==> src/rtl/neuron_mac_seq.sv <==
// Sequential output neuron: one shared multiplier accumulates N_IN products plus bias,
// then a single saturation and optional tanh produce a registered, handshaked result.

module neuron_tanh #(
    parameter int WIDTH = 32,
    parameter int FRAC  = 16
) (
    input  logic signed [WIDTH-1:0] x,
    output logic signed [WIDTH-1:0] y
);
    localparam int LW = WIDTH + 17;
    localparam logic [WIDTH-1:0] HALF = {{(WIDTH-1){1'b0}}, 1'b1} << (FRAC - 1);
    localparam logic [WIDTH-1:0] X_1P0 = HALF << 1;
    localparam logic [WIDTH-1:0] X_1P5 = HALF + (HALF << 1);
    localparam logic [WIDTH-1:0] X_2P0 = HALF << 2;
    localparam logic [WIDTH-1:0] X_3P0 = (HALF << 2) + (HALF << 1);

    // Breakpoint values and slopes are held in Q0.16 and rescaled to FRAC bits.
    function automatic logic [WIDTH-1:0] q16_to_q(input logic [16:0] c);
        logic [LW-1:0] t;
        t = LW'(c) << FRAC;
        return WIDTH'(t >> 16);
    endfunction

    logic [WIDTH-1:0] mag;
    logic [WIDTH-1:0] x0;
    logic [WIDTH-1:0] d;
    logic [WIDTH-1:0] ymag;
    logic [16:0]      y0;
    logic [16:0]      slope;
    logic [LW-1:0]    lin;

    // Odd-symmetric piecewise-linear chords through tanh at 0, .5, 1, 1.5, 2, 3.
    always_comb begin
        mag   = x[WIDTH-1] ? (~unsigned'(x) + 1'b1) : unsigned'(x);
        x0    = '0;
        y0    = 17'd0;
        slope = 17'd0;
        if (mag < HALF) begin
            x0 = '0;    y0 = 17'd0;     slope = 17'd60572;
        end else if (mag < X_1P0) begin
            x0 = HALF;  y0 = 17'd30286; slope = 17'd39252;
        end else if (mag < X_1P5) begin
            x0 = X_1P0; y0 = 17'd49912; slope = 17'd18816;
        end else if (mag < X_2P0) begin
            x0 = X_1P5; y0 = 17'd59320; slope = 17'd7716;
        end else if (mag < X_3P0) begin
            x0 = X_2P0; y0 = 17'd63178; slope = 17'd2034;
        end else begin
            x0 = X_3P0; y0 = 17'd65212; slope = 17'd0;
        end
        d    = mag - x0;
        lin  = LW'(d) * LW'(slope);
        ymag = q16_to_q(y0) + WIDTH'(lin >> 16);
        y    = x[WIDTH-1] ? signed'(~ymag + 1'b1) : signed'(ymag);
    end
endmodule

module neuron_mac_seq #(
    parameter int WIDTH = 32,
    parameter int FRAC  = 16,
    parameter int N_IN  = 4
) (
    input  logic                    clk,
    input  logic                    rst_n,
    input  logic                    in_valid,
    output logic                    in_ready,
    input  logic [N_IN*WIDTH-1:0]   a_flat,
    input  logic [N_IN*WIDTH-1:0]   w_flat,
    input  logic [WIDTH-1:0]        b,
    input  logic                    act_en,
    output logic                    out_valid,
    input  logic                    out_ready,
    output logic [WIDTH-1:0]        y,
    output logic                    busy
);
    localparam int PROD_W = 2 * WIDTH;
    localparam int ACC_W  = 2 * WIDTH + $clog2(N_IN + 1);
    localparam int IDX_W  = $clog2(N_IN + 1);
    localparam logic [IDX_W-1:0] IDX_LAST = IDX_W'(N_IN - 1);
    localparam logic signed [ACC_W-1:0] SAT_MAX = ACC_W'({1'b0, {(WIDTH-1){1'b1}}});
    localparam logic signed [ACC_W-1:0] SAT_MIN = -SAT_MAX - 1;

    typedef enum logic [1:0] {IDLE, MAC, ACT, OUT} state_t;

    function automatic logic signed [WIDTH-1:0] sat_word(input logic signed [ACC_W-1:0] v);
        if (v > SAT_MAX) return SAT_MAX[WIDTH-1:0];
        if (v < SAT_MIN) return SAT_MIN[WIDTH-1:0];
        return v[WIDTH-1:0];
    endfunction

    state_t                   state_q, state_d;
    logic signed [ACC_W-1:0]  acc_q, acc_d;
    logic [IDX_W-1:0]         idx_q, idx_d;
    logic [N_IN*WIDTH-1:0]    a_q, a_d;
    logic [N_IN*WIDTH-1:0]    w_q, w_d;
    logic                     act_q, act_d;
    logic [WIDTH-1:0]         y_q, y_d;
    logic                     out_valid_q, out_valid_d;

    logic signed [WIDTH-1:0]  cur_a, cur_w;
    logic signed [PROD_W-1:0] prod;
    logic signed [ACC_W-1:0]  bias_ext;
    logic signed [ACC_W-1:0]  pre;
    logic signed [WIDTH-1:0]  sat_y;
    logic signed [WIDTH-1:0]  tanh_y;

    always_ff @(posedge clk) begin
        if (!rst_n) state_q <= IDLE;
        else        state_q <= state_d;
    end

    always_ff @(posedge clk) begin
        if (!rst_n) begin
            acc_q       <= '0;
            idx_q       <= '0;
            a_q         <= '0;
            w_q         <= '0;
            act_q       <= 1'b0;
            y_q         <= '0;
            out_valid_q <= 1'b0;
        end else begin
            acc_q       <= acc_d;
            idx_q       <= idx_d;
            a_q         <= a_d;
            w_q         <= w_d;
            act_q       <= act_d;
            y_q         <= y_d;
            out_valid_q <= out_valid_d;
        end
    end

    always_comb begin
        state_d = state_q;
        case (state_q)
            IDLE: if (in_valid) state_d = MAC;
            MAC:  if (idx_q == IDX_LAST) state_d = ACT;
            ACT:  state_d = OUT;
            OUT:  if (out_ready) state_d = IDLE;
            default: state_d = IDLE;
        endcase
    end

    // Operand mux for the single shared multiplier.
    always_comb begin
        cur_a = '0;
        cur_w = '0;
        for (int i = 0; i < N_IN; i++) begin
            if (idx_q == IDX_W'(i)) begin
                cur_a = a_q[i*WIDTH +: WIDTH];
                cur_w = w_q[i*WIDTH +: WIDTH];
            end
        end
    end

    assign prod     = PROD_W'(cur_a) * PROD_W'(cur_w);
    assign bias_ext = {{(ACC_W-WIDTH){b[WIDTH-1]}}, b} <<< FRAC;
    assign pre      = acc_q >>> FRAC;
    assign sat_y    = sat_word(pre);

    neuron_tanh #(.WIDTH(WIDTH), .FRAC(FRAC)) u_tanh (
        .x (sat_y),
        .y (tanh_y)
    );

    always_comb begin
        acc_d       = acc_q;
        idx_d       = idx_q;
        a_d         = a_q;
        w_d         = w_q;
        act_d       = act_q;
        y_d         = y_q;
        out_valid_d = out_valid_q;
        case (state_q)
            IDLE: if (in_valid) begin
                a_d   = a_flat;
                w_d   = w_flat;
                act_d = act_en;
                acc_d = bias_ext;
                idx_d = '0;
            end
            MAC: begin
                acc_d = acc_q + ACC_W'(prod);
                idx_d = idx_q + 1'b1;
            end
            ACT: begin
                y_d         = act_q ? tanh_y : sat_y;
                out_valid_d = 1'b1;
            end
            OUT: if (out_ready) out_valid_d = 1'b0;
            default: ;
        endcase
    end

    always_comb begin
        in_ready = (state_q == IDLE) && rst_n;
        busy     = (state_q != IDLE);
    end

    assign out_valid = out_valid_q;
    assign y         = y_q;
endmodule

==> config.mk <==
export PLATFORM = sky130hd
export DESIGN_NAME = neuron_mac_seq
export DESIGN_NICKNAME = d
export VERILOG_FILES = /design/src/rtl/neuron_mac_seq.sv
export SDC_FILE = /design/constraint.sdc
export NUM_CORES = 2
export LEC_CHECK = 0
export CELL_PAD_IN_SITES_DETAIL_PLACEMENT = 1
export CELL_PAD_IN_SITES_GLOBAL_PLACEMENT = 2
export CORE_ASPECT_RATIO = 0.5
export CORE_MARGIN = 4
export CORE_UTILIZATION = 43
export DETAILED_ROUTE_END_ITERATION = 10
export PLACE_DENSITY = 0.89
export SYNTH_ARGS = -nofsm -noshare
export SYNTH_HDL_FRONTEND = slang
export SYNTH_SLANG_ARGS = --single-unit
==> constraint.sdc <==
create_clock -name clk -period 34.2 [get_ports clk]
set_input_delay 3.42 -clock clk [delete_from_list [all_inputs] [get_ports clk]]
set_output_delay 3.42 -clock clk [all_outputs]
set_load 0.05 [all_outputs]
-- After elaboration in Yosys (flattened, before gate mapping)
Cells that the tools add are included.
- input bits: 293
- bits in registers: 362
- word-level logic and storage cells: 87
- output and inout port bits: 35
- reductions and logical operators: 10
- bitwise logic cells: 2
- $mul: 2
- order comparisons: 7
- add/subtract/negate cells: 6
- mux-type cells: 43
- equality and inequality tests: 9
- operator list (cell ; number):
    $mux 32 ; 19
    $mux 17 ; 9
    $pmux 67 s2 ; 1
    $add 67x64->67 ; 1
    $mux 67 ; 1
    $add 32x1->32 const B ; 2
    $lt 32x17->1 const B ; 2
    $lt 32x18->1 const B ; 2
    $mul 32x32->64 ; 1
    $not 32->32 ; 2
    $gt 51x32->1 const B ; 1
    $lt 51x32->1 const B ; 1
    $mul 32x17->48 ; 1
    $add 17x32->32 ; 1
    $lt 32x16->1 const B ; 1
    $sub 32x32->32 ; 1
    $mux 12 ; 1
    $mux 11 ; 1
    $pmux 2 s4 ; 1
    $eq 3x2->1 const B ; 2
    $mux 2 ; 3
    $ne 2x2->1 const B ; 3
    $pmux 3 s2 ; 1
    $reduce_and 2->1 ; 3
    other kinds (12) ; 18

-- Depth between registers and ports, before layout
- depth after elaboration: 21
- gate-level depth with buffers: 66
- gate-level depth less buffers: 57

-- By module
A second synthesis with hierarchy kept.
- cells, all modules: 8882
- area total of the unflattened synthesis: 74864.3 um^2
- by module, submodules not included (module ; cells each ; seq. area each (um^2) ; area each (um^2) ; times used):
    neuron_mac_seq ; 6585 ; 7247.0 ; 56182.6 ; 1
    neuron_tanh ; 2297 ; 0.0 ; 18681.7 ; 1

-- Worst setup path after synthesis
OpenSTA, ideal clock, no wires.
- path kind: flip-flop to flip-flop
- start point: register acc_q[65]
- end point: register y_q[28] (netlist: y[28])
- clock period less this slack: 14.742 ns
- arrival: 14.622 ns
- library setup time: 0.120 ns
- data required time: 34.080 ns
- cell stages (with the launch flop): 61
- path buffers: 10
- setup slack: 19.458 ns
- cells stage by stage: dfxtp_1 -> nand4_1 -> or3_1 -> o31ai_1 -> buf_2 -> buf_2 -> buf_2 -> buf_1 -> clkbuf_1 -> a21oi_1 -> ha_1 -> inv_1 -> clkbuf_1 -> nor3_1 -> a211oi_1 -> nor2b_1 -> nand2_1 -> nor3_1 -> [25 not listed] -> and2_1 -> nor2_1 -> xnor2_1 -> ha_1 -> nand3_1 -> o31ai_2 -> a21o_1 -> a21oi_2 -> o31a_1 -> or3_4 -> or2_4 -> or3_1 -> buf_2 -> o31a_1 -> o41ai_2 -> xor2_1 -> nor2_1 -> o31a_1
- longest elaborated chain between the ends: 21
- elaborated cells on any way between the ends: 38
- classes of those cells: add/sub (4); mul (1); order compare (7); mux (24); bitwise (2)
- ends and longest elaborated chain (element ; line ; text):
    from (decl) ; 93 ; logic signed [ACC_W-1:0] acc_q, acc_d;
    from (signal assigned) ; 115 ; acc_q <= '0;
    from (signal assigned) ; 123 ; acc_q <= acc_d;
    $lt 51x32->1 ; 88 ; if (v < SAT_MIN) return SAT_MIN[WIDTH-1:0];
    $mux 1 (2 in series) ; 88 ;
    $mux 32 ; 89 ; return v[WIDTH-1:0];
    $mux 32 * ; 88 ;
    $not 32->32 ; 35 ; mag = x[WIDTH-1] ? (~unsigned'(x) + 1'b1) : unsigned'(x);
    $add 32x1->32 ; 35 ;
    $mux 32 ; 35 ;
    $lt 32x18->1 ; 47 ; end else if (mag < X_3P0) begin
    [4 not listed] ; - ;
    $mux 32 ; 39 ; if (mag < HALF) begin
    $sub 32x32->32 ; 52 ; d = mag - x0;
    $mul 32x17->48 ; 53 ; lin = LW'(d) * LW'(slope);
    $add 17x32->32 ; 54 ; ymag = q16_to_q(y0) + WIDTH'(lin >> 16);
    $not 32->32 ; 55 ; y = x[WIDTH-1] ? signed'(~ymag + 1'b1) : signed'(ymag);
    $add 32x1->32 ; 55 ;
    $mux 32 ; 55 ;
    $mux 32 * ; 187 ; y_d = act_q ? tanh_y : sat_y;
    to (signal assigned) ; 128 ; y_q <= y_d;
    to (decl) ; 98 ; logic [WIDTH-1:0] y_q, y_d;
Mark *: on every way between the ends. The rest lies on a longest branch, timed or not. The select of a mux whose other input is x is not followed.
A chain may end at the register's enable or synchronous reset.

-- Worst setup path after layout
- start point: register acc_q[47]
- end point: register y_q[31] (netlist: y[31])
The elaborated chain is that of the path after synthesis.

==> report_table.html <==
<table>
<tr><th>Metric</th><th>Value</th></tr>
<tr><th colspan="2">Clocking</th></tr>
<tr><td>Insertion delay of the later-clocked pin in the worst-skew pair</td><td>0.67 ns</td></tr>
<tr><td>Number of buffers inserted by hold repair at cts</td><td>0</td></tr>
<tr><td>Clock-pin transition on the worst setup and hold timing paths</td><td>about 0.07 ns</td></tr>
<tr><td>CTS tree</td><td>built</td></tr>
<tr><td>H-tree levels</td><td>2</td></tr>
<tr><td>TritonCTS Buffers</td><td>41</td></tr>
<tr><td>Number of sinks on the clock net</td><td>362</td></tr>
<tr><td>Worst-case clock buffer depth</td><td>3</td></tr>
<tr><td>CTS root buffer</td><td>sky130_fd_sc_hd__clkbuf_16</td></tr>
<tr><td>Number of gates resized after cts</td><td>0</td></tr>
<tr><td>Post-CTS Setup Repair Bufs</td><td>0</td></tr>
<tr><th colspan="2">Route</th></tr>
<tr><td>Router iterations before antenna repair</td><td>6</td></tr>
<tr><td>Vias after detailed routing</td><td>~60000</td></tr>
<tr><td>Average wire per cell in the routed design</td><td>24.5 µm</td></tr>
<tr><td>Number of DRC violations after detailed-routing iteration 0</td><td>4490</td></tr>
<tr><td>Overall routed net length</td><td>267000 µm</td></tr>
<tr><td>Via-per-instance ratio</td><td>5.48</td></tr>
<tr><td>Antenna Violating Nets Remaining</td><td>0</td></tr>
<tr><td>Remaining DRCs</td><td>0</td></tr>
<tr><th colspan="2">Setup path</th></tr>
<tr><td>Startpoint Class</td><td>flop</td></tr>
<tr><td>Arrival time at the worst endpoint</td><td>roughly 18 ns</td></tr>
<tr><td>Crit-path max cell delay</td><td>0.68 ns</td></tr>
<tr><td>Startpoint of the most critical register-to-register path</td><td>acc_q[47]</td></tr>
<tr><td>Maximum fanout count along the critical path</td><td>42</td></tr>
<tr><td>CP startpoint</td><td>acc_q[47]</td></tr>
<tr><td>Length in cells of the worst reg-to-reg path</td><td>57</td></tr>
<tr><td>Worst setup path endpoint</td><td>y[31]</td></tr>
<tr><td>Critical Path RT</td><td>34.75 ns</td></tr>
<tr><td>Worst reg2reg endpoint</td><td>y[31]</td></tr>
<tr><td>Most repeated library cell on the critical path</td><td>sky130_fd_sc_hd__fa_1</td></tr>
<tr><td>Critical-path top delay cell</td><td>sky130_fd_sc_hd__o41ai_1</td></tr>
<tr><td>Worst reg-to-reg setup slack</td><td>17.20 ns</td></tr>
<tr><td>Crit path capture type</td><td>flop</td></tr>
<tr><td>Setup Crit Path Kind</td><td>flop to flop</td></tr>
<tr><th colspan="2">Synth</th></tr>
<tr><td>Dominant combinational cell family by area after synthesis</td><td>adder cells</td></tr>
<tr><td>Avg Cell Area, Syn</td><td>roughly 8.6 µm²</td></tr>
<tr><td>Portion of the post-synthesis area used by sequential elements</td><td>0.0991</td></tr>
<tr><td>Total nets after synthesis</td><td>10878</td></tr>
<tr><td>Post-synth ARST share</td><td>0</td></tr>
<tr><td>Primary FF master, synth</td><td>sky130_fd_sc_hd__dfxtp_1</td></tr>
<tr><td>Post-Synthesis Cell Area</td><td>73100 µm²</td></tr>
<tr><td>Yosys warns</td><td>0</td></tr>
<tr><td>Synthesized-area fraction occupied by adder cells</td><td>0.519</td></tr>
<tr><td>Proportion of synthesized area in mux cells</td><td>0.00525</td></tr>
<tr><td>Register bit total from synthesis</td><td>362</td></tr>
<tr><td>Cell variety after synth</td><td>91</td></tr>
<tr><td>Cells after synthesis</td><td>roughly 8500</td></tr>
<tr><td>Basic-gate share of the synthesized area counting and, or, nand and nor cells</td><td>0.148</td></tr>
<tr><td>Post-synthesis xor/xnor area fraction</td><td>0.0217</td></tr>
<tr><td>Number of enable flip-flop cells after synthesis</td><td>0</td></tr>
<tr><td>Area fraction in compound gates after synthesis</td><td>0.0941</td></tr>
<tr><th colspan="2">Power</th></tr>
<tr><td>Peak VDD IR</td><td>0.139 mV</td></tr>
<tr><td>Standby leakage power</td><td>about 36 nW</td></tr>
<tr><td>Total Power</td><td>0.00727 W</td></tr>
<tr><td>Pwr Density</td><td>90.4 nW/µm²</td></tr>
<tr><th colspan="2">Timing</th></tr>
<tr><td>TNS Setup</td><td>0 ns</td></tr>
<tr><td>Finish-stage setup viols</td><td>0</td></tr>
<tr><td>Fin. Hold Viols</td><td>0</td></tr>
<tr><td>Max-slew violations</td><td>0</td></tr>
<tr><td>Achievable Freq</td><td>58.8 MHz</td></tr>
<tr><td>Setup repair after global routing missed its margin</td><td>no</td></tr>
<tr><td>Crit share post-route</td><td>0.497</td></tr>
<tr><td>Relative slew margins</td><td>0.141</td></tr>
<tr><td>Setup clock skew after layout</td><td>0.0858 ns</td></tr>
<tr><td>Measured slew at the worst slew-check pin</td><td>1.29 ns</td></tr>
<tr><td>Tmin final</td><td>17.01 ns</td></tr>
<tr><th colspan="2">Floorplan</th></tr>
<tr><td>IO Pins</td><td>328</td></tr>
<tr><td>Number of cell rows</td><td>106</td></tr>
<tr><td>Die span in x</td><td>591 µm</td></tr>
<tr><td>Die Outline Area</td><td>177000 µm²</td></tr>
<tr><td>Effective utilization at floorplan</td><td>0.435</td></tr>
<tr><td>Die height</td><td>300 µm</td></tr>
<tr><td>Area of the core</td><td>168000 µm²</td></tr>
<tr><th colspan="2">Global routing</th></tr>
<tr><td>Number of antenna violations at the first check in global routing</td><td>19</td></tr>
<tr><td>Pin count of the biggest net entering global routing</td><td>around 230</td></tr>
<tr><td>First-pass GRT wire length</td><td>406000 µm</td></tr>
<tr><td>GRT Overall Usage</td><td>0.302</td></tr>
<tr><td>Number of global-route vias before repair</td><td>66337</td></tr>
<tr><td>Grt total ovfl</td><td>0</td></tr>
<tr><th colspan="2">Layout</th></tr>
<tr><td>Number of nets in the finished design</td><td>about 11000</td></tr>
<tr><td>Fill count</td><td>19807</td></tr>
<tr><td>Area growth from synthesis to layout</td><td>9.93%</td></tr>
<tr><td>Share of post-route cells with drive strength above 1</td><td>0.0376</td></tr>
<tr><th colspan="2">Hold path</th></tr>
<tr><td>Hold crit path type</td><td>flop to flop</td></tr>
<tr><td>Beginning of the worst hold path</td><td>a_q[86]</td></tr>
<tr><th colspan="2">Placement</th></tr>
<tr><td>Number of I/O port buffers</td><td>around 330</td></tr>
<tr><td>Sum of net half-perimeters after detailed placement</td><td>218000 µm</td></tr>
<tr><td>Final GP Congestion</td><td>just over 0.9</td></tr>
<tr><th colspan="2">Run status</th></tr>
<tr><td>Status</td><td>complete, no violations</td></tr>
<tr><th colspan="2">Run</th></tr>
<tr><td>Max-cap check violation count</td><td>0</td></tr>
</table>
## power by group
| part | total [W] | internal [W] | switching, W |
|---|---|---|---|
| registers | 0.000621 | 0.000524 | 0.0000975 |
| clock network | 0.000494 | 0.000273 | 0.000221 |
| logic | 0.00615 | 0.00206 | 0.00409 |
| total | 0.00727 | 0.00286 | 0.00441 |
## kinds of logic (layout without fill, tap and decap cells)
family | count (synthesis) | count (layout)
buffers and inverters | 2171 | 2250
other | 0 | 15
AND/OR/NAND/NOR | 2594 | 2594
XOR/XNOR | 181 | 181
AO/OA/AOI/OAI | 1133 | 1133
adder cells (fa/ha/maj) | 2053 | 2053
flip-flops | 362 | 362
multiplexers | 38 | 38
## worst max-delay path: cells and delay by family (launching register included)
family | cells | cell delay [ns]
buffers and inverters | 10 | 2.31
adder cells (fa/ha/maj) | 10 | 4.37
flip-flops | 1 | 0.38
AND/OR/NAND/NOR | 17 | 4.89
XOR/XNOR | 3 | 0.53
AO/OA/AOI/OAI | 17 | 4.35
## worst min path at each step
stage | cells after the start | slack [ns] | to
2_1_floorplan | 2 | 0.43 | a_q[64]
3_3_place_gp | 2 | 0.44 | w_q[87]
3_5_place_dp | 2 | 0.44 | a_q[86]
4_1_cts | 2 | 0.45 | a_q[83]
5_1_grt | 2 | 0.47 | a_q[13]
6_report | 2 | 0.45 | a_q[86]
## layout make-up
cell class                      instances  area, µm²  area share
Clock buffer                           48       1100      0.0137
Sequential cell                       362       7250      0.0901
Clock inverter                         24        328     0.00408
Antenna cell                           15       37.5    0.000467
Inverter                             1728       6490      0.0808
Tap cell                             2268       2840      0.0353
Multi-Input combinational cell       5999      58100       0.723
Timing Repair Buffer                  450       4220      0.0525
## Yosys cell counts (46+ instances only)
| cell | number | share of area |
|---|---|---|
| sky130_fd_sc_hd__o21ai_0 | 189 | 0.013 |
| sky130_fd_sc_hd__dfxtp_1 | 362 | 0.099 |
| sky130_fd_sc_hd__nor2_1 | 395 | 0.020 |
| sky130_fd_sc_hd__nand2_1 | 1732 | 0.089 |
| sky130_fd_sc_hd__inv_1 | 1724 | 0.088 |
| sky130_fd_sc_hd__a22oi_1 | 82 | 0.0084 |
| sky130_fd_sc_hd__o21ai_1 | 54 | 0.0037 |
| sky130_fd_sc_hd__a211oi_1 | 64 | 0.0066 |
| sky130_fd_sc_hd__nand3_1 | 46 | 0.0031 |
| sky130_fd_sc_hd__nor3_1 | 51 | 0.0035 |
| sky130_fd_sc_hd__xnor2_1 | 118 | 0.014 |
| sky130_fd_sc_hd__and2_1 | 92 | 0.0079 |
| sky130_fd_sc_hd__nor2b_1 | 84 | 0.0072 |
| sky130_fd_sc_hd__a21oi_1 | 460 | 0.031 |
| sky130_fd_sc_hd__nand2b_1 | 55 | 0.0047 |
| sky130_fd_sc_hd__xor2_1 | 63 | 0.0075 |
| sky130_fd_sc_hd__ha_1 | 420 | 0.072 |
| sky130_fd_sc_hd__clkbuf_1 | 394 | 0.020 |
| sky130_fd_sc_hd__fa_1 | 1633 | 0.45 |
| sky130_fd_sc_hd__a21o_1 | 59 | 0.0061 |
## sequential cells by signal, summed over array words and instances (netlist names)
| signal | flops |
|---|---|
| state_q | 2 |
| idx_q | 3 |
| a_q | 128 |
| w_q | 128 |
| y | 32 |
| act_q | 1 |
| acc_q | 67 |
| out_valid | 1 |
## per-stage QoR
step	hold slack, ns	area [µm²]	util	setup WS, ns	std cells
6_report	0.452	80400	0.479	17.20	10894
3_5_place_dp	0.444	78900	0.470	17.54	10807
3_3_place_gp	0.439	78900	0.470	17.72	10807
5_1_grt	0.471	80400	0.478	15.99	10892
2_1_floorplan	0.433	73100	-	19.46	8532
4_1_cts	0.453	80400	0.478	17.39	10879
## routing by layer
metal  up-vias  global-route usage  part of all wire
met3       459              0.0405             0.058
met1     31561               0.392              0.41
met5         -                   0           0.00016
met4         6               0.110             0.041
li1      25927                   -                 -
met2      1697               0.517              0.49
## layout by cell type (no fill, tap or decap), types with 42 or more instances in the layout
cell | synthesis | layout
sky130_fd_sc_hd__a211oi_1 | 64 | 64
sky130_fd_sc_hd__a21o_1 | 59 | 59
sky130_fd_sc_hd__a21oi_1 | 460 | 455
sky130_fd_sc_hd__a22oi_1 | 82 | 82
sky130_fd_sc_hd__and2_1 | 92 | 91
sky130_fd_sc_hd__buf_4 | 0 | 121
sky130_fd_sc_hd__clkbuf_16 | 0 | 42
sky130_fd_sc_hd__clkdlybuf4s50_1 | 0 | 327
sky130_fd_sc_hd__dfxtp_1 | 362 | 361
sky130_fd_sc_hd__fa_1 | 1633 | 1633
sky130_fd_sc_hd__ha_1 | 420 | 418
sky130_fd_sc_hd__inv_1 | 1724 | 1723
sky130_fd_sc_hd__nand2_1 | 1732 | 1729
sky130_fd_sc_hd__nand2b_1 | 55 | 55
sky130_fd_sc_hd__nand3_1 | 46 | 46
sky130_fd_sc_hd__nor2_1 | 395 | 393
sky130_fd_sc_hd__nor2b_1 | 84 | 83
sky130_fd_sc_hd__nor3_1 | 51 | 51
sky130_fd_sc_hd__o21ai_0 | 189 | 178
sky130_fd_sc_hd__o21ai_2 | 1 | 58
sky130_fd_sc_hd__xnor2_1 | 118 | 116
sky130_fd_sc_hd__xor2_1 | 63 | 59
Power figures use the tool's default switching activity.
